==> src/rtl/lsu_pkg.sv <==
// lsu_pkg: types, constants and helpers shared by the load/store unit.
//   lsu_state_t     : controller FSM states (IDLE, RMW_WR, RESP)
//   LSU_F3_*        : RV32I load/store funct3 width/sign codes
//   is_misaligned() : alignment check for a funct3 width and byte offset
//   is_legal_load() / is_legal_store() : funct3 legality per access class
package lsu_pkg;

    typedef enum logic [1:0] {
        IDLE   = 2'd0,
        RMW_WR = 2'd1,
        RESP   = 2'd2
    } lsu_state_t;

    localparam logic [2:0] LSU_F3_B  = 3'b000;
    localparam logic [2:0] LSU_F3_H  = 3'b001;
    localparam logic [2:0] LSU_F3_W  = 3'b010;
    localparam logic [2:0] LSU_F3_BU = 3'b100;
    localparam logic [2:0] LSU_F3_HU = 3'b101;

    // Width is carried in funct3[1:0]; the sign bit does not matter here.
    function automatic logic is_misaligned(input logic [2:0] funct3,
                                           input logic [1:0] addr_lo);
        logic mis;
        mis = 1'b0;
        case (funct3[1:0])
            2'b01:   mis = addr_lo[0];
            2'b10:   mis = (addr_lo != 2'b00);
            default: mis = 1'b0;
        endcase
        return mis;
    endfunction

    function automatic logic is_legal_load(input logic [2:0] funct3);
        return (funct3 inside {LSU_F3_B, LSU_F3_H, LSU_F3_W, LSU_F3_BU, LSU_F3_HU});
    endfunction

    function automatic logic is_legal_store(input logic [2:0] funct3);
        return (funct3 inside {LSU_F3_B, LSU_F3_H, LSU_F3_W});
    endfunction

endpackage

==> src/rtl/lsu_align.sv <==
// lsu_align: purely combinational byte-lane steering for the LSU.
//   funct3      : access width/sign code
//   addr_lo     : byte offset within the word
//   rd_word     : word read from data memory
//   load_data   : selected byte/half/word, sign- or zero-extended
//   old_word    : current memory word for a sub-word store
//   wr_data     : store data, low bytes significant
//   merged_word : old_word with the store bytes replaced
// Lane logic assumes a 4-byte RV32 word.
module lsu_align
    import lsu_pkg::*;
#(
    parameter int XLEN = 32
) (
    input  logic [2:0]      funct3,
    input  logic [1:0]      addr_lo,
    input  logic [XLEN-1:0] rd_word,
    output logic [XLEN-1:0] load_data,
    input  logic [XLEN-1:0] old_word,
    input  logic [XLEN-1:0] wr_data,
    output logic [XLEN-1:0] merged_word
);

    logic [7:0]  byte_v;
    logic [15:0] half_v;

    // Halfwords sit on lanes {1,0} or {3,2}, picked by addr_lo[1].
    assign byte_v = rd_word[{addr_lo, 3'b000} +: 8];
    assign half_v = rd_word[{addr_lo[1], 4'b0000} +: 16];

    always_comb begin
        load_data = rd_word;
        case (funct3)
            LSU_F3_B:  load_data = {{(XLEN-8){byte_v[7]}}, byte_v};
            LSU_F3_H:  load_data = {{(XLEN-16){half_v[15]}}, half_v};
            LSU_F3_BU: load_data = {{(XLEN-8){1'b0}}, byte_v};
            LSU_F3_HU: load_data = {{(XLEN-16){1'b0}}, half_v};
            default:   load_data = rd_word;
        endcase
    end

    // Each byte lane independently chooses between the old byte and the
    // appropriate byte of the store data.
    genvar gi;
    generate
        for (gi = 0; gi < XLEN / 8; gi++) begin : g_lane
            localparam logic [1:0] LANE     = 2'(gi);
            localparam int         HALF_OFS = (gi % 2) * 8;
            logic hit_b;
            logic hit_h;
            logic hit_w;
            assign hit_b = (funct3 == LSU_F3_B) && (addr_lo == LANE);
            assign hit_h = (funct3 == LSU_F3_H) && (addr_lo[1] == LANE[1]);
            assign hit_w = (funct3 == LSU_F3_W);
            assign merged_word[8*gi +: 8] = hit_b ? wr_data[7:0] :
                                            hit_h ? wr_data[HALF_OFS +: 8] :
                                            hit_w ? wr_data[8*gi +: 8] :
                                                    old_word[8*gi +: 8];
        end
    endgenerate

endmodule

==> src/rtl/lsu_ctrl.sv <==
// lsu_ctrl: RV32I load/store unit, sole master of data_mem.
//   req_*  : one decoded load/store per valid/ready handshake (ready only in IDLE)
//   resp_* : one-cycle response pulse with extended load data and fault flag
//   mem_*  : word-addressed data_mem port; mem_rd_data is combinational
// Sub-word stores are a read-modify-write: read and merge in the accept
// cycle, write the registered merged word in RMW_WR.
// Optional macro LSU_PERF_CNT_EN adds perf_loads/perf_stores/perf_faults.
module lsu_ctrl
    import lsu_pkg::*;
#(
    parameter int              XLEN          = 32,
    parameter logic [XLEN-1:0] RESET_RD_DATA = '0
) (
    input  logic            clk,
    input  logic            rst_n,
    input  logic            req_valid,
    output logic            req_ready,
    input  logic            req_is_load,
    input  logic            req_is_store,
    input  logic [2:0]      req_funct3,
    input  logic [XLEN-1:0] req_addr,
    input  logic [XLEN-1:0] req_wr_data,
    output logic            resp_valid,
    output logic [XLEN-1:0] resp_rd_data,
    output logic            resp_fault,
    output logic            mem_wr_sel,
    output logic [XLEN-1:0] mem_addr,
    output logic [XLEN-1:0] mem_wr_data,
    input  logic [XLEN-1:0] mem_rd_data
`ifdef LSU_PERF_CNT_EN
    ,
    output logic [31:0]     perf_loads,
    output logic [31:0]     perf_stores,
    output logic [31:0]     perf_faults
`endif
);

    lsu_state_t      state_q, state_d;
    logic [XLEN-1:0] resp_rd_data_q, resp_rd_data_d;
    logic            resp_fault_q, resp_fault_d;
    logic [XLEN-1:0] rmw_addr_q, rmw_addr_d;
    logic [XLEN-1:0] rmw_data_q, rmw_data_d;

    logic            acc_access;
    logic            req_fault;
    logic            sw_write;
    logic [XLEN-1:0] addr_aligned;
    logic [XLEN-1:0] load_data;
    logic [XLEN-1:0] merged_word;

    assign req_ready    = (state_q == IDLE);
    assign addr_aligned = {req_addr[XLEN-1:2], 2'b00};
    // A valid beat carrying neither load nor store is simply not taken.
    assign acc_access   = req_valid && req_ready && (req_is_load || req_is_store);

    assign req_fault = (req_is_load && req_is_store)
                    || (req_is_load  && !is_legal_load(req_funct3))
                    || (req_is_store && !is_legal_store(req_funct3))
                    || is_misaligned(req_funct3, req_addr[1:0]);

    // Full-word stores go straight to memory in the accept cycle.
    assign sw_write = acc_access && req_is_store && !req_fault
                   && (req_funct3 == LSU_F3_W);

    lsu_align #(
        .XLEN        (XLEN)
    ) u_align (
        .funct3      (req_funct3),
        .addr_lo     (req_addr[1:0]),
        .rd_word     (mem_rd_data),
        .load_data   (load_data),
        .old_word    (mem_rd_data),
        .wr_data     (req_wr_data),
        .merged_word (merged_word)
    );

    always_comb begin
        state_d        = state_q;
        resp_rd_data_d = resp_rd_data_q;
        resp_fault_d   = resp_fault_q;
        rmw_addr_d     = rmw_addr_q;
        rmw_data_d     = rmw_data_q;
        case (state_q)
            IDLE: begin
                if (acc_access) begin
                    state_d        = RESP;
                    resp_fault_d   = req_fault;
                    resp_rd_data_d = RESET_RD_DATA;
                    if (!req_fault) begin
                        if (req_is_load) begin
                            resp_rd_data_d = load_data;
                        end else if (req_funct3 != LSU_F3_W) begin
                            state_d    = RMW_WR;
                            rmw_addr_d = addr_aligned;
                            rmw_data_d = merged_word;
                        end
                    end
                end
            end
            RMW_WR:  state_d = RESP;
            RESP:    state_d = IDLE;
            default: state_d = IDLE;
        endcase
    end

    always_ff @(posedge clk or negedge rst_n) begin
        if (!rst_n) begin
            state_q        <= IDLE;
            resp_rd_data_q <= RESET_RD_DATA;
            resp_fault_q   <= 1'b0;
            rmw_addr_q     <= '0;
            rmw_data_q     <= '0;
        end else begin
            state_q        <= state_d;
            resp_rd_data_q <= resp_rd_data_d;
            resp_fault_q   <= resp_fault_d;
            rmw_addr_q     <= rmw_addr_d;
            rmw_data_q     <= rmw_data_d;
        end
    end

    assign resp_valid   = (state_q == RESP);
    assign resp_rd_data = resp_rd_data_q;
    assign resp_fault   = resp_fault_q;

    // Memory controls are decoded from state, and forced to zero while in
    // reset, so asserting rst_n low cancels an in-flight write at once.
    assign mem_wr_sel  = rst_n && ((state_q == RMW_WR) || sw_write);
    assign mem_addr    = !rst_n ? '0 :
                         (state_q == RMW_WR) ? rmw_addr_q : addr_aligned;
    assign mem_wr_data = !rst_n ? '0 :
                         (state_q == RMW_WR) ? rmw_data_q :
                         sw_write            ? req_wr_data : '0;

`ifdef LSU_PERF_CNT_EN
    logic [31:0] perf_loads_q,  perf_loads_d;
    logic [31:0] perf_stores_q, perf_stores_d;
    logic [31:0] perf_faults_q, perf_faults_d;

    // Counted on the transition into RESP; a sub-word store counts as it
    // leaves RMW_WR.
    always_comb begin
        perf_loads_d  = perf_loads_q;
        perf_stores_d = perf_stores_q;
        perf_faults_d = perf_faults_q;
        if (acc_access && req_fault)
            perf_faults_d = perf_faults_q + 32'd1;
        if (acc_access && !req_fault && req_is_load)
            perf_loads_d = perf_loads_q + 32'd1;
        if (sw_write || (state_q == RMW_WR))
            perf_stores_d = perf_stores_q + 32'd1;
    end

    always_ff @(posedge clk or negedge rst_n) begin
        if (!rst_n) begin
            perf_loads_q  <= '0;
            perf_stores_q <= '0;
            perf_faults_q <= '0;
        end else begin
            perf_loads_q  <= perf_loads_d;
            perf_stores_q <= perf_stores_d;
            perf_faults_q <= perf_faults_d;
        end
    end

    assign perf_loads  = perf_loads_q;
    assign perf_stores = perf_stores_q;
    assign perf_faults = perf_faults_q;
`endif

endmodule

==> config.mk <==
export PLATFORM = sky130hd
export DESIGN_NAME = lsu_ctrl
export DESIGN_NICKNAME = d
export VERILOG_FILES = /design/src/rtl/lsu_pkg.sv /design/src/rtl/lsu_align.sv /design/src/rtl/lsu_ctrl.sv
export SDC_FILE = /design/constraint.sdc
export NUM_CORES = 1
export LEC_CHECK = 0
export ABC_AREA = 1
export CAP_MARGIN = 10
export CORE_ASPECT_RATIO = 1.1
export CORE_MARGIN = 2
export CORE_UTILIZATION = 48
export CTS_CLUSTER_DIAMETER = 40
export CTS_CLUSTER_SIZE = 28
export DETAILED_ROUTE_END_ITERATION = 10
export GPL_TIMING_DRIVEN = 0
export HOLD_SLACK_MARGIN = 0.02
export PLACE_DENSITY_LB_ADDON = 0.25
export SLEW_MARGIN = 5
export SYNTH_ARGS = -nofsm -noshare
export SYNTH_HDL_FRONTEND = slang
export SYNTH_HIERARCHICAL = 1
export SYNTH_SLANG_ARGS = --single-unit
==> constraint.sdc <==
create_clock -name clk -period 2.05 [get_ports clk]
set_input_delay 0.3075 -clock clk [delete_from_list [all_inputs] [get_ports clk]]
set_output_delay 0.3075 -clock clk [all_outputs]
set_load 0.02 [all_outputs]
## Word level (Yosys, flattened, before mapping)

Cells that the tools add are included.
W data, S select, Z words.

| word-level totals | value |
|---|---|
| register bits after elaboration | 97 |
| latch bits | 0 |
| memory bits (writable) | 0 |
| memory bits (read-only) | 0 |
| bits of input ports | 104 |
| output and inout port bits | 100 |
| logic and storage cells | 80 |
| memories | 0 |

| operators by class | value |
|---|---|
| $add $sub $neg | 0 |
| $mul | 0 |
| divide/modulo/power cells | 0 |
| magnitude comparators | 0 |
| equal/unequal tests | 13 |
| shift operators | 2 |
| mux-type cells | 26 |
| bitwise operators | 3 |
| reduce and logical (&&, ||, !) cells | 31 |

Operators with widths:

| operator | count |
|---|---|
| $mux W32 | 7 |
| $pmux W32 S4 | 1 |
| $mux W8 | 12 |
| $shiftx A32 B6 Y16 | 1 |
| $shiftx A32 B6 Y8 | 1 |
| $logic_and A1 B1 Y1 | 15 |
| $eq A2 B2 Y1 const B | 4 |
| $mux W2 | 4 |
| $eq A2 B1 Y1 const B | 3 |
| $eq A3 B3 Y1 const B | 2 |
| $logic_or A1 B1 Y1 | 5 |
| $reduce_and A5 Y1 | 1 |
| $reduce_bool A5 Y1 | 1 |
| $logic_not A2 Y1 | 2 |
| $pmux W2 S2 | 1 |
| $eq A3 B1 Y1 const B | 1 |
| $eq A3 B2 Y1 const B | 1 |
| $logic_not A1 Y1 | 3 |
| $logic_not A3 Y1 | 1 |
| $ne A3 B2 Y1 const B | 1 |
| $not A1 Y1 | 3 |
| $reduce_bool A3 Y1 | 1 |
| $ne A2 B1 Y1 const B | 1 |
| $pmux W1 S2 | 1 |
| 2 further kinds | 2 |

## Longest topological paths before layout

Gate-level depths: netlist of run 1.

| depth | value |
|---|---|
| word-level depth | 13 |
| mapped depth | 11 |
| mapped depth without buffers | 10 |

## By module

The synthesis of run 1 kept the hierarchy.

Modules (own cells, without submodules):

| module | times used | cells an instance | area an instance (sq um) | seq. area each (sq um) |
|---|---|---|---|---|
| lsu_ctrl | 1 | 657 | 4813.4 | 2427.3 |
| lsu_align | 1 | 384 | 1801.7 | 0.0 |

## Worst setup path after synthesis of run 1

OpenSTA, ideal clock, no wires.

| path | value |
|---|---|
| path kind | flip-flop to output port |
| from | register state_q[0] |
| to | output mem_wr_data[10] |
| arrival time | 1.683 ns |
| data required time | 1.742 ns |
| path slack | 0.060 ns |
| stages on the path, launching flop included | 7 |
| path buffers | 1 |
| cells stage by stage | dfrtp_1 > nor2_2 > nand3_4 > nor3_4 > buf_4 > nand3_1 > a21oi_1 |

| on the way | value |
|---|---|
| word-level cells in the longest chain between the ends | 9 |
| elaborated cells between the ends (all ways) | 10 |
| those cells by class | eq/ne (1); mux (3); reduce/logical (6) |

RTL lines:

| what | line | text |
|---|---|---|
| start: declaration | lsu_ctrl.sv:38 | `lsu_state_t state_q, state_d;` |
| start signal: assignment | lsu_ctrl.sv:114 | `state_q <= state_d;` |
| $logic_not A2 Y1 | lsu_ctrl.sv:51 | `assign req_ready = (state_q == IDLE);` |
| via req_ready | lsu_ctrl.sv:17 | `output logic req_ready,` |
| $logic_and A1 B1 Y1 (2 in a row) | lsu_ctrl.sv:54 | `assign acc_access = req_valid && req_ready && (req_is_load \|\| req_is_store);` |
| $logic_and A1 B1 Y1 (2 in a row) | lsu_ctrl.sv:62 | `assign sw_write = acc_access && req_is_store && !req_fault` |
| $logic_and A1 B1 Y1 | lsu_ctrl.sv:63 | `&& (req_funct3 == LSU_F3_W);` |
| $mux W32 | lsu_ctrl.sv:133 | `sw_write ? req_wr_data : '0;` |
| $mux W32 | lsu_ctrl.sv:132 | `(state_q == RMW_WR) ? rmw_data_q :` |
| $mux W32 | lsu_ctrl.sv:131 | `assign mem_wr_data = !rst_n ? '0 :` |
| end: declaration | lsu_ctrl.sv:28 | `output logic [XLEN-1:0] mem_wr_data,` |

The timed path passes the listed nets, and every way through them passes these cells.

## Final worst setup path of run 1

| path | value |
|---|---|
| from | register state_q[1] |
| to | output mem_wr_data[11] |

| on the way | value |
|---|---|
| word-level cells in the longest chain between the ends | 9 |
| elaborated cells between the ends (all ways) | 10 |
| those cells by class | eq/ne (1); mux (3); reduce/logical (6) |

RTL lines:

| what | line |
|---|---|
| $logic_not A2 Y1 | lsu_ctrl.sv:51 |
| $logic_and A1 B1 Y1 (2 in a row) | lsu_ctrl.sv:54 |
| $logic_and A1 B1 Y1 (2 in a row) | lsu_ctrl.sv:62 |
| $logic_and A1 B1 Y1 | lsu_ctrl.sv:63 |
| $mux W32 | lsu_ctrl.sv:133 |
| $mux W32 * | lsu_ctrl.sv:132 |
| $mux W32 * | lsu_ctrl.sv:131 |

Mark *: on every way between the ends. The rest lies on a longest branch, timed or not.

==> results.py, run 1 <==
metrics = {
    "routing": {
        "drc": 0,
        "vias": 7783,
        "vias_per_cell": 5.28,
        "drt_iter0_drc": 787,
        "drt-total-wl_um": 24500,
        "firstDrtPassIters": 7,
        "ant_nets": 0,
        "wl_per_cell_um": 16.6,
    },
    "setup_path": {
        "startpoint_type": "register",
        "reg2reg_from": "state_q[1]",
        "rrSetupSlack_ps": 20,
        "r2r_end": "rmw_addr_q[17]",
        "critPathMaxFanout": 10,
        "worst_ep_arrival_time_ps": 1980,
        "r2r_cells": 9,
        "cp.required_ps": 1740,
        "path_class": "register to primary output",
        "end_kind": "primary output",
    },
    "synthesis": {
        "synth_top_area_share_pct": 36.7,
        "synth_seq_cells": 97,
        "yosysMostFrequentCell": "nand2_1",
        "synth_area_mm2": 0.00662,
        "synth.area.top_cells": "dfrtp_1, nand2_1, nand3_1, o21ai_0, inv_1",
        "ys.flop_type": "dfrtp_1",
        "synth_top_area_cell": "dfrtp_1",
        "yosysSeqAreaShare_pct": 36.7,
        "avgSynthCellArea_um2": 6.35,
        "synth_async_sr_flop_share_pct": 100,
        "yosysUniqueCellTypes": 28,
        "syn_inst": 1041,
        "synth-edff-count": 0,
        "yosys_warnings": 6,
        "synth_commonest_cells": "nand2_1, dfrtp_1, inv_1, nand3_1, nor2_1",
    },
    "placed_design": {
        "portBuffers": 200,
        "hpwlAfterDp_um": 17300,
        "post-place-cells": 1431,
        "gp_congestion": 0.954,
    },
    "global_routing": {
        "gr-total-overflow": 0,
        "grt_pass1_wl_um": 37300,
        "antenna_found_initial": 2,
        "grt_pass1_vias": 7445,
        "grt_max_degree": 41,
        "track_usage_pct": 32.3,
    },
    "clocking": {
        "htree_levels": 3,
        "cts_buffer_depth": 2,
        "cts_buffers": 9,
        "path_clk_slew_ps": 70,
        "cts_tree": "done",
        "clock_latency_ps": 360,
        "cts_sinks": 97,
        "root_buffer": "clkbuf_16",
    },
    "outcome": {
        "status": "finished, violations left",
        "violations": "negative setup slack",
    },
    "run": {
        "maxCapViolations": 0,
    },
    "pwr": {
        "finalPower_uw": 6240,
        "peakVddDrop_uv": 404,
        "pwr_density_cell_mw_per_mm2": 638,
        "p_leak_uw": 0.00494,
    },
    "timing": {
        "skew_ps": 8.51,
        "max_slew_margin_pct": 47.1,
        "fmax_mhz": 436,
        "period_needed_ps": 2290,
        "post-route-period-util_pct": 112,
        "worst_slack_ps": -242,
        "final_hold_viol_count": 0,
        "rsz0062_at_grt": "true",
        "maxSlewViolCount": 0,
        "setup_viol": 52,
        "worst_pin_slew_ps": 794,
    },
    "finish": {
        "drive_gt1_share_pct": 17.7,
        "final_util_pct": 71.9,
        "multi_input_area_mm2": 0.00373,
        "final_nets": 1388,
        "syn_to_final_growth_pct": 48.0,
        "final_cells": 1475,
        "fill_cells": 1203,
        "register_area_mm2": 0.00243,
    },
    "floorplan": {
        "die-area_mm2": 0.0147,
        "die_w_um": 116,
        "die_h_um": 127,
        "ios": 204,
        "core_mm2": 0.0136,
        "num_rows": 45,
        "initial_core_util_pct": 48.5,
    },
    "hold_path": {
        "hold_class": "input port to asynchronous set/reset pin",
    },
}
-- stage by stage --
step                      setup WS [ps]  cell area [µm²]  hold slack (ps)  setup TNS [ps]
after global placement            -4580             8860              454         -607510
after CTS                          -224             9490            -97.9           -5280
after floorplan                    59.8             6620             11.9               0
final                              -242             9790             37.2           -6930
after detailed placement          -1360             8880              331         -114420
after global routing               -328             9790             42.5          -11690
-- layer usage --
layer | vias to the layer above | GRT usage (%) | routed length (µm) | share of wire, %
li1 | 3756 | - | - | -
met1 | 3593 | 40.7 | 9710 | 40
met2 | 366 | 54.8 | 11900 | 49
met3 | 68 | 5.03 | 1940 | 7.9
met4 | 0 | 14.1 | 960 | 3.9
met5 | - | 0 | 0 | 0
-- where the power goes --
group / switching (µW) / leakage (µW) / internal (µW)
Combinational: 1110 / 0.00355 / 833
Sequential: 263 / 0.00126 / 2370
Clock: 781 / 0.000142 / 887
Total: 2150 / 0.00494 / 4090
-- cells in the final DEF (no fill, tap or decap), types with 29 or more instances in the layout --
cell type	instances
nand2_1	444
a21oi_1	29
buf_2	30
nand3_1	66
dfrtp_1	97
clkdlybuf4s50_1	131
o21ai_0	68
nor2_1	70
buf_4	60
inv_1	81
-- cell families (layout without fill, tap and decap cells) --
kind of cell,count (synthesis),count (layout),share of synthesized area [%]
other,1,4,0.0567
and+or+nand+nor,632,632,39.9
buffers and inverters,159,402,10.7
adders and majority gates,3,3,0.567
AOI/OAI and AO/OA,149,149,12.1
DFF,97,97,36.7
-- registers in the layout (all words and copies together) (netlist names) --
signal        cells
state_q           2
rmw_data_q       32
rmw_addr_q       30
resp_rd_data     32
resp_fault        1
-- critical path: stages (launching register included) --
cell and delay, ps:
dfrtp_1 420, nor2_4 150, nand3_4 90, nor3_4 220
buf_12 180, buf_8 130, nand3_1 100, a21oi_2 190
buf_6 140
-- worst max path at each step --
stage / start / slack, ps / endpoint / cells past startpoint
2_1_floorplan: state_q[0] / 60 / mem_wr_data[10] / 6
3_5_place_dp: req_funct3[0] / -1360 / mem_wr_data[26] / 12
4_1_cts: state_q[1] / -220 / mem_wr_data[11] / 8
3_3_place_gp: rst_n / -4580 / mem_wr_data[26] / 5
6_report: state_q[1] / -240 / mem_wr_data[11] / 8
5_1_grt: state_q[1] / -330 / mem_wr_data[11] / 8
-- timing repair --
action	4_1_cts	5_1_grt
pin swaps	21	14
hold buffers	3	2
cloned	4	1
hold endpoints to repair	40	27
resized for setup	384	62
buffers inserted	13	4
endpoints found under the setup margin	156	63
-- final cells by class --
| class | instances | area share (%) |
|---|---|---|
| clock buffers | 11 | 2.58 |
| clock inverters | 4 | 0.281 |
| well taps | 188 | 2.40 |
| repair buffers | 228 | 23.1 |
| inverters | 92 | 3.60 |
| plain buffers | 67 | 5.05 |
| multi-input cells | 786 | 38.1 |
| flip-flops and latches | 97 | 24.8 |
| diodes | 2 | 0.0511 |
Power figures use the tool's default switching activity.
==> run 2: changes to the inputs <==
Settings changed: CAP_MARGIN 10 to 40.
==> run 2 against run 1 <==
The flow still finishes with violations (negative setup slack). Utilization unchanged. Die area unchanged. Critical path depth unchanged. Critical path type unchanged. Highest routed layer unchanged.
==> results.py, run 2 (synthesis gave the netlist of run 1 again) <==
metrics = {
    "placed_design": {
        "post-place-cells": 1431,
        "place_area_mm2": 0.00888,
        "hpwlAfterDp_um": 17300,
        "gp_congestion": 0.954,
        "portBuffers": 200,
    },
    "floorplan": {
        "initial_core_util_pct": 48.5,
        "die-area_mm2": 0.0147,
        "core_mm2": 0.0136,
        "die_w_um": 116,
        "ios": 204,
        "num_rows": 45,
        "die_h_um": 127,
    },
    "global_routing": {
        "track_usage_pct": 32.3,
        "grt_max_degree": 41,
        "grt_pass1_vias": 7445,
        "gr-total-overflow": 0,
        "grt_pass1_wl_um": 37300,
        "antenna_found_initial": 2,
    },
    "clocking": {
        "cts_tree": "done",
        "htree_levels": 3,
        "path_clk_slew_ps": 70,
        "cts_sinks": 97,
        "cts_buffer_depth": 2,
        "cts_buffers": 9,
        "root_buffer": "clkbuf_16",
        "clock_latency_ps": 360,
    },
    "timing": {
        "post-route-period-util_pct": 112,
        "max_slew_margin_pct": 47.1,
        "worst_slack_ps": -242,
        "period_needed_ps": 2290,
        "fin_setup_tns_ps": -6930,
        "maxSlewViolCount": 0,
        "hold_slack_ps": 37.2,
        "setup_viol": 52,
        "final_hold_viol_count": 0,
        "fmax_mhz": 436,
        "worst_pin_slew_ps": 794,
        "rsz0062_at_grt": "true",
        "skew_ps": 8.51,
    },
    "routing": {
        "ant_nets": 0,
        "drt_iter0_drc": 787,
        "firstDrtPassIters": 7,
        "vias_per_cell": 5.28,
        "wl_per_cell_um": 16.6,
        "drt-total-wl_um": 24500,
        "drc": 0,
        "vias": 7783,
    },
    "outcome": {
        "status": "finished, violations left",
        "violations": "negative setup slack",
    },
    "setup_path": {
        "cp.required_ps": 1740,
        "critPathBufInv": 3,
        "cp_slowest_cell": "dfrtp_1",
        "r2r_cells": 9,
        "worst_ep_arrival_time_ps": 1980,
        "critical_path.top_delay_family": "simple AND/OR/NAND/NOR gates",
        "r2r_end": "rmw_addr_q[17]",
        "startpoint_type": "register",
        "end_kind": "primary output",
        "reg2reg_from": "state_q[1]",
        "critPathLaunch": "state_q[1]",
        "path_cells": "nor2_4 > nand3_4 > nor3_4 > buf_12 > buf_8 > nand3_1 > a21oi_2 > buf_6",
        "cpPeakStageDelay_ps": 420,
        "endpoint": "mem_wr_data[11]",
        "path_class": "register to primary output",
        "rrSetupSlack_ps": 20,
        "cp_num_cells": 8,
        "critPathMaxFanout": 10,
    },
    "pwr": {
        "peakVddDrop_uv": 404,
        "p_leak_uw": 0.00494,
        "pwr_density_cell_mw_per_mm2": 638,
    },
    "run": {
        "maxCapViolations": 0,
    },
    "finish": {
        "layout_commonest_cell": "nand2_1",
        "most-common-layout-cells": "nand2_1, clkdlybuf4s50_1, dfrtp_1",
        "fill_cells": 1203,
        "multi_input_area_mm2": 0.00373,
        "register_area_mm2": 0.00243,
        "final_util_pct": 71.9,
        "finalInstanceArea_mm2": 0.00979,
        "final_cells": 1475,
        "drive_gt1_share_pct": 17.7,
        "final_nets": 1388,
        "syn_to_final_growth_pct": 48.0,
    },
    "hold_path": {
        "hold_class": "input port to asynchronous set/reset pin",
    },
}
[run 2: cell counts in the layout (fill, tap and decap cells not counted)]
No cell type changed its count.
[run 2: area by class of cell]
type	count	area share [%]
multi-input cells	786	38.1
flip-flops and latches	97	24.8
repair buffers	228	23.1
plain buffers	67	5.05
inverters	92	3.60
clock buffers	11	2.58
well taps	188	2.40
clock inverters	4	0.281
diodes	2	0.0511
[run 2: per-stage QoR]
| stage | total power [µW] | worst slack, ps |
|---|---|---|
| 3_3_place_gp | 4360 | -4580 |
| 6_report | 6240 | -242 |
| 2_1_floorplan | 3590 | 59.8 |
| 4_1_cts | 6120 | -224 |
| 3_5_place_dp | 4400 | -1360 |
| 5_1_grt | 6590 | -328 |
[run 2: how the worst min path moves through the flow]
stage	endpoint	depth (start not counted)
floorplan	resp_fault	0
global placement	rmw_addr_q[24]	2
detailed placement	rmw_addr_q[10]	1
CTS	rmw_data_q[28]	2
global route	rmw_addr_q[18]	2
finish	rmw_addr_q[22]	2
[run 2: report_power, final]
part	total (µW)	leakage, µW	switching (µW)	internal, µW
sequential	2630	0.00126	263	2370
clock	1670	0.000142	781	887
combinational	1940	0.00355	1110	833
[run 2: per-layer routing]
| metal | global-route usage, % | wire length (µm) | vias to the layer above |
|---|---|---|---|
| met5 | 0 | 0 | - |
| met2 | 54.8 | 11900 | 366 |
| met3 | 5.03 | 1940 | 68 |
| li1 | - | - | 3756 |
| met1 | 40.7 | 9710 | 3593 |
| met4 | 14.1 | 960 | 0 |
[run 2: timing repair]
item,CTS,global route
gates cloned,4,1
pin swaps,21,14
setup buffers,13,4
endpoints found under the hold margin,40,27
hold buffers,3,2
endpoints found under the setup margin,156,63
resized for setup,384,62
